File: src/rtl/full_adder_1b_pkg.sv
// Shared types for the full_adder_1b bit-slice cell.
// The result pair keeps carry ahead of sum, the same order as the cell's ports.
package full_adder_1b_pkg;

  typedef struct packed {
    logic carry;
    logic sum;
  } fa_result_t;

endpackage : full_adder_1b_pkg

File: src/rtl/full_adder_1b_if.sv
// Operand/result bundle between the full_adder_1b register wrapper and its core.
// The master drives the operand bits. The slave returns sum/carry and gen/prop.
interface full_adder_1b_if;
  logic a;
  logic b;
  logic cin;
  logic carry;
  logic sum;
  logic gen;
  logic prop;

  modport master (output a, b, cin, input carry, sum, gen, prop);
  modport slave  (input a, b, cin, output carry, sum, gen, prop);
endinterface : full_adder_1b_if

File: src/rtl/full_adder_1b_core.sv
// Pure combinational full-adder slice with generate/propagate terms for lookahead use.
// Plain operators are used so that X/Z on any input reaches the outputs unmasked.
module full_adder_1b_core (
  full_adder_1b_if.slave bus
);

  assign bus.gen   = bus.a & bus.b;
  assign bus.prop  = bus.a ^ bus.b;
  assign bus.sum   = bus.prop ^ bus.cin;
  assign bus.carry = bus.gen | (bus.cin & bus.prop);

endmodule : full_adder_1b_core

File: src/rtl/full_adder_1b.sv
// 1-bit full adder with combinational outputs and a registered copy of carry/sum.
// Existing instantiations depend on the port order: the operands come first, then carry before sum.
module full_adder_1b
  import full_adder_1b_pkg::*;
(
  input  logic input_a,
  input  logic input_b,
  input  logic input_carry,
  output logic output_carry,
  output logic output_sum,
  input  logic clk,
  input  logic rst,
  input  logic en,
  output logic output_carry_q,
  output logic output_sum_q,
  output logic output_gen,
  output logic output_prop
);

  full_adder_1b_if core_bus ();

  assign core_bus.a   = input_a;
  assign core_bus.b   = input_b;
  assign core_bus.cin = input_carry;

  full_adder_1b_core u_core (
    .bus (core_bus.slave)
  );

  assign output_carry = core_bus.carry;
  assign output_sum   = core_bus.sum;
  assign output_gen   = core_bus.gen;
  assign output_prop  = core_bus.prop;

  fa_result_t result_q;

  // NOTE: registered state uses non-blocking assignments so every flop samples pre-edge values.
  // Reset is synchronous and takes priority over the capture enable.
  always_ff @(posedge clk) begin
    if (rst) begin
      result_q <= '{carry: 1'b0, sum: 1'b0};
    end else if (en) begin
      result_q <= '{carry: core_bus.carry, sum: core_bus.sum};
    end
  end

  assign output_carry_q = result_q.carry;
  assign output_sum_q   = result_q.sum;

endmodule : full_adder_1b

File: config.mk
export PLATFORM = sky130hd
export DESIGN_NAME = full_adder_1b
export DESIGN_NICKNAME = d
export VERILOG_FILES = /design/src/rtl/full_adder_1b_pkg.sv /design/src/rtl/full_adder_1b_if.sv /design/src/rtl/full_adder_1b_core.sv /design/src/rtl/full_adder_1b.sv
export SDC_FILE = /design/constraint.sdc
export NUM_CORES = 1
export LEC_CHECK = 0
export CORE_AREA = 2 2 39 41
export DETAILED_ROUTE_END_ITERATION = 8
export DIE_AREA = 0 0 41 43
export GPL_TIMING_DRIVEN = 0
export SLEW_MARGIN = 20
export SYNTH_ARGS = -nofsm -noshare
export SYNTH_HDL_FRONTEND = slang
export SYNTH_SLANG_ARGS = --single-unit
File: constraint.sdc
create_clock -name clk -period 2.16 [get_ports clk]
set_clock_uncertainty 0.15 [all_clocks]
set_input_delay 0.324 -clock clk [delete_from_list [all_inputs] [get_ports clk]]
set_output_delay 0.324 -clock clk [all_outputs]
set_load 0.005 [all_outputs]
==> flow_summary.yaml, run 1 <==
outcome:
  status: "finished clean"
timing:
  rsz0062_at_grt: "false"
  fin_setup_tns_ns: 0
  finalHoldViolCount: 0
  fmax_mhz: 480
  finalCritPeriodShare_pct: 96.5
  finalMaxSlewViolations: 0
  relSlewSlack_pct: 91.8
  setup_ws_ns: 0.0752
  finalCriticalPeriod_ns: 2.08
  setup_viol: 0
  whs_ns: 0.340
  tightest_slew_ns: 0.120
final_layout:
  layout.nets: 32
  finalNonFillerCells: 38
  fill_cells: 155
  final_core_utilization_pct: 18.4
  diodes: 0
  synthToLayoutAreaGrowth_pct: 154
  post-route-cell-area_um2: 254
  drive_above_1_share_pct: 18.2
flow_run:
  cap_violations: 0
setup_path:
  worst_path_largest_cell_delay_ns: 0.45
  cp-start-kind: "input port"
  r2r_cells: 2
  cp_cell_sequence: "clkdlybuf4s50_1 -> fa_2 -> clkdlybuf4s50_1"
  critical_path_peak_fanout: 2
  crit_type: "in -> out"
  required_ns: 1.69
  critPathArrivalTime_ns: 1.61
  endpoint_kind: "output pin"
  crit_top_cell: "clkdlybuf4s50_1"
  slowest_stage: "clkdlybuf4s50_1"
hold_path:
  min_path_cells: 2
  holdCritPathClass: "reg -> reg"
drt:
  drc: 0
  vias_per_cell: 2.95
  first_pass_iters: 4
  routed-via-count: 112
  final_antenna_net_count: 0
  wirelength_um: 324
  first_iter_violations: 3
  routedWlPerCell_um: 8.53
place:
  dp_cells: 35
  io_buffers: 11
  gp_congestion: 0.629
  post-place-ws_ns: -0.202
  dpl_cell_area_um2: 230
die:
  rows: 14
  die_y_um: 43
  core-area_um2: 1380
  io_pins: 12
  die_w_um: 41
  die-area_um2: 1760
  start_util_pct: 7.23
logic_synthesis:
  synthTopCellsByArea: "dfxtp_1 40%, fa_1 20%, mux2i_1 20%"
  synth_area_leader_cell: "dfxtp_1"
  synth.ff_latch_count: 2
  synth-warning-count: 0
  yosysTopAreaCellShare_pct: 40.0
  synth_fp_nets: 16
  synth-edff-count: 0
  netlist_instances: 8
  avgSynthCellArea_um2: 12.5
  syn-cell-area_um2: 100
  ys.flop_type: "dfxtp_1"
  async_flop_share_pct: 0
  yosys-top-cells-count: "2 x dfxtp_1, 2 x mux2i_1, 2 x nor2_1"
  synth-seq-area-share_pct: 40.0
  synth.distinct_cells: 5
global_routing:
  grt.total_usage_pct: 6.02
  grt_max_degree: 3
  antenna_found_initial: 0
  grt_overflow_total: 0
  grt_first_pass_wirelength_um: 552
  first_global_vias: 129
cts:
  cts_buffers: 3
  cts_max_level: 1
  cts_setup_buffers: 0
  clock-sinks: 2
  clock_path_buffers: 2
  cts_root_buffer: "clkbuf_4"
  cts_tree: "built"
  clock_latency_ns: 0.22
  cts_hold_buffers: 0
  clk_pin_slew_worst_paths_ns: 0.03
power:
  leakage_nw: 0.103
  peakVddDrop_mv: 0.0909
  total_power_mw: 0.165
  power.density_nw_per_um2: 650
[final timing paths]
path                                     start              to  slack, ns
worst min register to register    output_sum_q    output_sum_q       0.34
worst max-delay path               input_carry    output_carry       0.08
worst max register to register  output_carry_q  output_carry_q       1.42
worst min-delay path              output_sum_q    output_sum_q       0.34
[layout by cell type, fill, tap and decap left out]
master / instances
nor2_1: 2
mux2i_1: 2
dlygate4sd2_1: 1
fa_2: 1
dfxtp_1: 2
ha_1: 1
clkbuf_4: 3
clkdlybuf4s50_1: 10
[registers in the layout (all words and copies together) (netlist names)]
register	cells
output_carry_q	1
output_sum_q	1
[power by group]
group          switching (mW)  internal, mW
clock network          0.0202        0.0612
registers             0.00152        0.0403
logic                  0.0130        0.0288
total                  0.0348         0.130
[layer usage]
metal,global-route usage [%],part of all wire (%),vias up
li1,-,-,56
met1,6.75,44,44
met2,3.44,27,12
met3,8.38,28,0
met4,8.00,0,0
met5,0,0,-
[cell families (layout without fill, tap and decap cells)]
kind of cell / count (synthesis) / in the layout / synth area share [%]
multiplexers: 2 / 2 / 20.0
flip-flops: 2 / 2 / 40.0
buffers and inverters: 0 / 14 / 0
AND/OR/NAND/NOR: 2 / 2 / 7.50
adder cells (fa/ha/maj): 2 / 2 / 32.5
[worst max-delay path: cells and delay by family]
family                   cells  cell delay [ns]
buffers and inverters        2             0.88
adder cells (fa/ha/maj)      1             0.40
[final cells by class]
type	count	area, um2	area share (%)
Timing Repair Buffer	11	109	42.9
Multi-Input combinational cell	6	62.6	24.6
Sequential cell	2	40.0	15.8
Clock buffer	3	22.5	8.87
Tap cell	16	20.0	7.88
[timing repair]
action	CTS	global route
resized for setup	1	1
setup endpoints to repair	2	1
pin swaps	1	0
(Power assumes the default switching activity.)
==> run 2, diff against run 1 <==
Settings changed: TNS_END_PERCENT set to 10.
==> results of run 2 <==
Same layout as run 1: the final DEF is identical, and so are final timing and power.
==> run 3, diff against run 2 <==
Settings changed: SETUP_SLACK_MARGIN set to 0.15, TNS_END_PERCENT 10 to 20.
==> run 3 against run 2 <==
Compared with the run above: setup slack improved by 0.19 ns; register-to-register slack barely moved; power fell by 1.3%; clock power barely moved; utilization did not move; design area did not move; critical path type unchanged; fmax rose by 9.9%; clock-buffer cell count did not move; wire length rose by 2.2%; non-clock buffer count did not move; die area did not move; sequential share of layout area did not move.
==> flow_summary.yaml, run 3 (same netlist as run 1, synthesis figures left out) <==
setup_path:
  endpoint_kind: "output pin"
  critPathArrivalTime_ns: 1.42
  cp-start-kind: "input port"
  r2r_end: "output_carry_q"
  worst_path_largest_cell_delay_ns: 0.56
  cp_cell_sequence: "clkdlybuf4s50_1 -> fa_2 -> clkbuf_2"
  critical_path_peak_fanout: 2
  slowest_stage: "fa_2"
  r2r_slack_ns: 1.42
  r2r-start: "output_carry_q"
  critPathLaunch: "input_carry"
  r2r_cells: 2
  required_ns: 1.69
  crit_type: "in -> out"
drt:
  first_pass_iters: 4
  routed-via-count: 115
  wirelength_um: 331
  final_antenna_net_count: 0
  routedWlPerCell_um: 8.71
  vias_per_cell: 3.03
  first_iter_violations: 3
  drc: 0
place:
  gp_congestion: 0.629
  dp_cells: 35
  dpl_cell_area_um2: 230
  io_buffers: 11
die:
  io_pins: 12
  rows: 14
  start_util_pct: 7.23
  die_w_um: 41
  die-area_um2: 1760
  die_y_um: 43
  core-area_um2: 1380
timing:
  finalMaxSlewViolations: 0
  rsz0062_at_grt: "false"
  relSlewSlack_pct: 91.8
  whs_ns: 0.340
  tightest_slew_ns: 0.119
  fmax_mhz: 527
  finalHoldViolCount: 0
  finalCriticalPeriod_ns: 1.90
  setup_viol: 0
  finalCritPeriodShare_pct: 87.8
final_layout:
  mostFrequentLayoutCells: "7 x clkdlybuf4s50_1, 3 x clkbuf_4"
  drive_above_1_share_pct: 22.7
  layout.nets: 32
  post-route-cell-area_um2: 254
  synthToLayoutAreaGrowth_pct: 154
  diodes: 0
  final_core_utilization_pct: 18.4
  fill_cells: 153
  layout_commonest_cell: "clkdlybuf4s50_1"
  finalNonFillerCells: 38
global_routing:
  first_global_vias: 129
  grt.total_usage_pct: 6.02
  grt_first_pass_wirelength_um: 552
  grt_max_degree: 3
  antenna_found_initial: 0
  grt_overflow_total: 0
cts:
  clock_latency_ns: 0.22
  cts_max_level: 1
  cts_buffers: 3
  cts_tree: "built"
  cts_root_buffer: "clkbuf_4"
  clk_pin_slew_worst_paths_ns: 0.03
  clock-sinks: 2
  clock_path_buffers: 2
outcome:
  status: "finished clean"
hold_path:
  whs_endpoint: "output_sum_q"
  min_path_cells: 2
  hp-start: "output_sum_q"
  holdCritPathClass: "reg -> reg"
power:
  leakage_nw: 0.122
  peakVddDrop_mv: 0.0901
  power.density_nw_per_um2: 642
  total_power_mw: 0.163
flow_run:
  cap_violations: 0
==> run 3: repair_timing <==
action,4_1_cts,5_1_grt
setup endpoints to repair,3,3
pin swaps,1,1
gates resized for setup,3,4
hold buffers,0,0
setup buffers,0,0
==> run 3: how the worst max path moves through the flow <==
stage	end	slack [ns]	cells after the start
2_1_floorplan	output_sum	0.81	1
3_3_place_gp	output_sum	-0.18	3
3_5_place_dp	output_sum	-0.20	3
4_1_cts	output_sum	0.1	3
5_1_grt	output_sum	0.23	3
6_report	output_sum	0.26	3
==> run 3: area by class of cell <==
type                    instances  area [um2]  area share (%)
clock buffers                   3        22.5            8.87
repair buffers                 11         109            42.9
flip-flops and latches          2        40.0            15.8
well taps                      16        20.0            7.88
multi-input cells               6        62.6            24.6
==> run 3: per-stage QoR <==
step	setup TNS, ns	setup slack [ns]
global placement	-0.209	-0.182
global route	0	0.228
CTS	0	0.0988
detailed placement	-0.235	-0.202
floorplan	0	0.809
finish	0	0.264
==> run 3: worst max-delay path, delay by kind of cell <==
family | cells | cell delay, ns
adders and majority gates | 1 | 0.56
buffers and inverters | 2 | 0.54
==> run 3: layer usage <==
layer  track usage, %  share of wire (%)  up-vias
met5                0                  0        -
met3             8.38                 28        0
met2             3.44                 29       12
met4             8.00                  0        0
met1             6.75                 43       47
li1                 -                  -       56
==> run 3: power by group <==
group | switching (mW) | internal [mW] | total (mW)
registers | 0.00155 | 0.0403 | 0.0419
clock network | 0.0204 | 0.0612 | 0.0816
logic | 0.0131 | 0.0264 | 0.0395
total | 0.0350 | 0.128 | 0.163
